`src/rtl/dm_arbiter.sv`:
```
// rtl/dm_arbiter.sv - round-robin arbiter and access sequencer for the shared data memory
module dm_arbiter #(
    parameter int ADDR_W  = 16,
    parameter int DATA_W  = 32,
    parameter int MEM_LAT = 1
) (
    input  logic              CLK,
    input  logic              RST_F,
    input  logic              core_req,
    input  logic              core_we,
    input  logic [ADDR_W-1:0] core_addr,
    input  logic [DATA_W-1:0] core_wdata,
    output logic              core_gnt,
    output logic              core_rvalid,
    output logic [DATA_W-1:0] core_rdata,
    output logic              core_stall,
    input  logic              host_req,
    input  logic              host_we,
    input  logic [ADDR_W-1:0] host_addr,
    input  logic [DATA_W-1:0] host_wdata,
    output logic              host_gnt,
    output logic              host_rvalid,
    output logic [DATA_W-1:0] host_rdata,
    output logic              mem_en,
    output logic              mem_we,
    output logic [ADDR_W-1:0] mem_addr,
    output logic [DATA_W-1:0] mem_wdata,
    input  logic [DATA_W-1:0] mem_rdata
);

    localparam logic [1:0] S_IDLE  = 2'd0;
    localparam logic [1:0] S_ISSUE = 2'd1;
    localparam logic [1:0] S_WAIT  = 2'd2;
    localparam logic [1:0] S_RESP  = 2'd3;

    // WAIT counts down from MEM_LAT-1 so the capture edge lands MEM_LAT cycles after ISSUE
    localparam logic [1:0] LAT_INIT = 2'(MEM_LAT - 1);

    generate
        if (MEM_LAT < 1 || MEM_LAT > 3) begin : g_bad_mem_lat
            $error("dm_arbiter: MEM_LAT must be in 1..3");
        end
    endgenerate

    logic [1:0]        state;
    logic              owner;        // 0 = core, 1 = host
    logic              last_owner;
    logic [1:0]        lat_cnt;
    logic              lat_we;
    logic [ADDR_W-1:0] lat_addr;
    logic [DATA_W-1:0] lat_wdata;
    logic [DATA_W-1:0] core_rdata_q;
    logic [DATA_W-1:0] host_rdata_q;

    logic any_req;
    logic pick_host;
    logic in_issue;
    logic in_resp;

    // On a tie the port that did not win last time goes first
    assign any_req   = core_req | host_req;
    assign pick_host = host_req & (~core_req | ~last_owner);

    // Sequencer: arbitration in IDLE, then issue, latency wait and response
    always_ff @(posedge CLK or posedge RST_F) begin
        if (RST_F) begin
            state        <= S_IDLE;
            owner        <= 1'b0;
            last_owner   <= 1'b1;
            lat_cnt      <= 2'd0;
            lat_we       <= 1'b0;
            lat_addr     <= '0;
            lat_wdata    <= '0;
            core_rdata_q <= '0;
            host_rdata_q <= '0;
        end else begin
            case (state)
                S_IDLE: begin
                    if (any_req) begin
                        owner     <= pick_host;
                        lat_we    <= pick_host ? host_we    : core_we;
                        lat_addr  <= pick_host ? host_addr  : core_addr;
                        lat_wdata <= pick_host ? host_wdata : core_wdata;
                        state     <= S_ISSUE;
                    end
                end
                S_ISSUE: begin
                    last_owner <= owner;
                    if (lat_we) begin
                        state <= S_IDLE;
                    end else begin
                        lat_cnt <= LAT_INIT;
                        state   <= S_WAIT;
                    end
                end
                S_WAIT: begin
                    if (lat_cnt != 2'd0) begin
                        lat_cnt <= lat_cnt - 2'd1;
                    end else begin
                        if (owner) begin
                            host_rdata_q <= mem_rdata;
                        end else begin
                            core_rdata_q <= mem_rdata;
                        end
                        state <= S_RESP;
                    end
                end
                S_RESP: begin
                    state <= S_IDLE;
                end
                default: begin
                    state <= S_IDLE;
                end
            endcase
        end
    end

    assign in_issue = (state == S_ISSUE);
    assign in_resp  = (state == S_RESP);

    // Memory bus is driven only in ISSUE so it reads as all-zero otherwise
    assign mem_en    = in_issue;
    assign mem_we    = in_issue & lat_we;
    assign mem_addr  = in_issue ? lat_addr  : '0;
    assign mem_wdata = in_issue ? lat_wdata : '0;

    assign core_gnt    = in_issue & ~owner;
    assign host_gnt    = in_issue & owner;
    assign core_rvalid = in_resp & ~owner;
    assign host_rvalid = in_resp & owner;
    assign core_rdata  = core_rdata_q;
    assign host_rdata  = host_rdata_q;

    // Stall releases in the store's issue cycle or in the load's response cycle
    assign core_stall = core_req & ~(core_gnt & lat_we) & ~core_rvalid;

endmodule
```
`config.mk`:
```
export PLATFORM = sky130hd
export DESIGN_NAME = dm_arbiter
export DESIGN_NICKNAME = d
export VERILOG_FILES = /design/src/rtl/dm_arbiter.sv
export SDC_FILE = /design/constraint.sdc
export NUM_CORES = 1
export LEC_CHECK = 0
export ABC_AREA = 1
export CAP_MARGIN = 0
export CORE_UTILIZATION = 35
export DETAILED_ROUTE_END_ITERATION = 10
export GPL_TIMING_DRIVEN = 0
export PLACE_DENSITY = 0.67
export SETUP_SLACK_MARGIN = 0.15
export SLEW_MARGIN = 5
export SYNTH_ARGS = -nofsm -noshare
export SYNTH_HDL_FRONTEND = slang
export SYNTH_SLANG_ARGS = --single-unit
export TNS_END_PERCENT = 10
```
`constraint.sdc`:
```
create_clock -name CLK -period 9.3 [get_ports CLK]
set_input_delay 1.395 -clock CLK [delete_from_list [all_inputs] [get_ports CLK]]
set_output_delay 1.395 -clock CLK [all_outputs]
set_load 0.1 [all_outputs]
```
==> impl_results.md <==
* RePlAce Congestion at 0.799
* Die Height at 134 um
* Crit path kind: input pin to output pin
* Area of the die at 17800 um^2
* Global-route wire length before repair at 29700 um
* DR pass1 iterations at 5
* XOR/XNOR share of the synthesized area at 0
* Pre-CTS setup slack at 4.59 ns
* Number of cell rows at 47
* Fmax at 212 MHz
* Fin crit share at 0.506
* Clock skew at 0.00840 ns
* Hold path startpoint: lat_cnt[1]
* Die Wd at 134 um
* Total GRT Usage at 0.215
* Min Tclk post-route at 4.71 ns
* Non-filler cells, final at 1277
* CORE AREA at 16800 um^2
* Total number of vias at 5793
* # setup viols final at 0
* Critical path origin: core_req
* Vias per inst at 4.54
* Post-synthesis compound-gate area fraction at 0.0760
* Post-route ant nets at 0
* Share of layout cells above drive strength 1 at 0.0956
* Post-route setup TNS at 0 ns
* Post-CTS Setup Inserts at 0
* Status: finished clean
* CTS tree: built
* Slew @ Worst Pin at 1.04 ns
* Hold Buf Count CTS at 0
* Vias in the first global route at 5785
* Seq/Total Area, Yosys at 0.492
* Ant diodes at 0
* Simple-gate share of the synthesized area at 0.287
* Fin worst setup slack at 4.59 ns
* Mux cell area share after synthesis at 0
* YS warnings at 0
* Final WL at 18500 um
* Final max-slew violation count at 0
* CP startpoint kind: input pin
* Worst EP required at 7.91 ns
* Yosys reg bits at 119
* Initial antenna violation count at 0
* Final hold vios at 0
* Synth Instances at 773
* Largest family of logic cells by synthesized area: simple AND/OR/NAND/NOR gates
* Syn nets at 913
* Unrepaired setup endpoints after global routing: false
* Placed Cells at 1245
* Reg clk slew, reported paths at 0.05 ns
* IO buf count at 251
* Hpwl dp at 13700 um
* Total grt overflow at 0
* Clock Path Buffers at 2
* TritonCTS buffer count at 17
* H-Tree Depth at 4
* CTS resizes at 0
* Critical Path Sink Type: output pin
* Root buffer cell: clkbuf_16
* Worst-skew pair later-pin latency at 0.42 ns
* Synth Area per Inst at 7.83 um^2
* Max cap viols at 0
* Area growth syn-to-layout at 56.3%
* Worst-path fanout max at 3
* Relative slew slack at 0.305
* Number of fill cells in the layout at 1615
* Post-Synth Adder-Cell Area at 0.0124
* Mapped Area at 6050 um^2
* R2R Path Start: state[0]
* Pin count of the biggest net entering global routing at 65
* Hold Path Class: flip-flop to flip-flop
* Drt drc at 0
* Most area-hungry cell type in the Yosys netlist: dfrtp_1
* Top cell type's share of synthesized area at 0.488
* Synth top area cells: dfrtp_1, nand2_1, inv_1, nand3b_1, o21ai_2
* Worst Path Arrival at 3.31 ns
* Boundary Pins at 253
* Drt wl/cell at 14.5 um
* Post-synthesis cell type count at 21
* # clock sinks at 119
* DR iter-0 viols at 349
* Final net count at 1184
* Starting density of the core at 0.361
==> through the flow <==
| stage | utilization | area [um^2] | hold slack, ns |
|---|---|---|---|
| after global placement | 0.528 | 8840 | 0.456 |
| final | 0.565 | 9460 | 0.466 |
| after floorplan | - | 6050 | 0.442 |
| after global routing | 0.565 | 9460 | 0.491 |
| after CTS | 0.565 | 9460 | 0.469 |
| after detailed placement | 0.530 | 8870 | 0.460 |
==> cell usage after synthesis (all sizes together) <==
cell / instances
a21oi: 1
buf: 30
clkbuf: 16
dfrtp: 118
dfstp: 1
ha: 6
inv: 144
nand2: 279
nand3: 52
nand3b: 50
nand4: 1
nor2: 7
o21ai: 67
or2: 1
==> worst max-delay path, stage by stage <==
cell             delay [ns]
clkdlybuf4s50_1        0.52
o21ai_0                0.10
a21oi_1                0.12
clkdlybuf4s50_1        1.17
==> cells by family (layout without fill, tap and decap cells) <==
logic type               after synthesis  in the layout
flip-flops                           119            119
AO/OA/AOI/OAI                         68             68
adder cells (fa/ha/maj)                6              6
buffers and inverters                190            474
AND/OR/NAND/NOR                      390            390
==> final cells by class <==
class | count | area (um^2) | share of cell area
Sequential cell | 119 | 2980 | 0.315
Clock inverter | 14 | 148 | 0.0156
Inverter | 144 | 546 | 0.0577
Timing Repair Buffer | 252 | 2540 | 0.268
Tap cell | 220 | 275 | 0.0291
Clock buffer | 18 | 439 | 0.0464
Buffer | 46 | 263 | 0.0278
Multi-Input combinational cell | 464 | 2270 | 0.240
==> sequential cells by signal (all words and copies together) (netlist names), named ones only <==
register and flops:
core_rdata 32, host_rdata 32, last_owner 1, lat_addr 16, lat_cnt 2, lat_wdata 32
lat_we 1, owner 1, state 1
==> layout by cell type (no fill, tap or decap), types with 8 or more instances in the layout <==
cell type        synthesis  layout
nand2_1                279     279
clkdlybuf4s50_1          0     251
inv_1                  143     142
dfrtp_1                118     118
nand3_1                 51      51
nand3b_1                50      50
o21ai_0                 35      35
o21ai_2                 32      32
buf_2                   21      21
clkbuf_16                0      17
clkbuf_1                16      16
buf_6                    8       8
==> per-layer routing <==
| layer | GRT usage | vias to the layer above | routed length [um] |
|---|---|---|---|
| met2 | 0.352 | 167 | 8710 |
| met5 | 0 | - | 0 |
| li1 | - | 2878 | - |
| met3 | 0.0605 | 30 | 1100 |
| met1 | 0.273 | 2718 | 8250 |
| met4 | 0.0751 | 0 | 435 |
==> final timing paths <==
check	to	slack (ns)	cells past startpoint
max in group asynchronous	lat_cnt[1]	7.19	3
hold reg to reg	lat_cnt[1]	0.47	2
hold / removal	lat_cnt[1]	0.47	2
min in group asynchronous	core_rdata[26]	1.40	2
setup reg to reg	host_rdata[20]	7.54	6
setup / recovery	core_stall	4.59	4
Power is not shown: default switching activity piles up to over one toggle a cycle in this logic, so the estimate is an artifact.
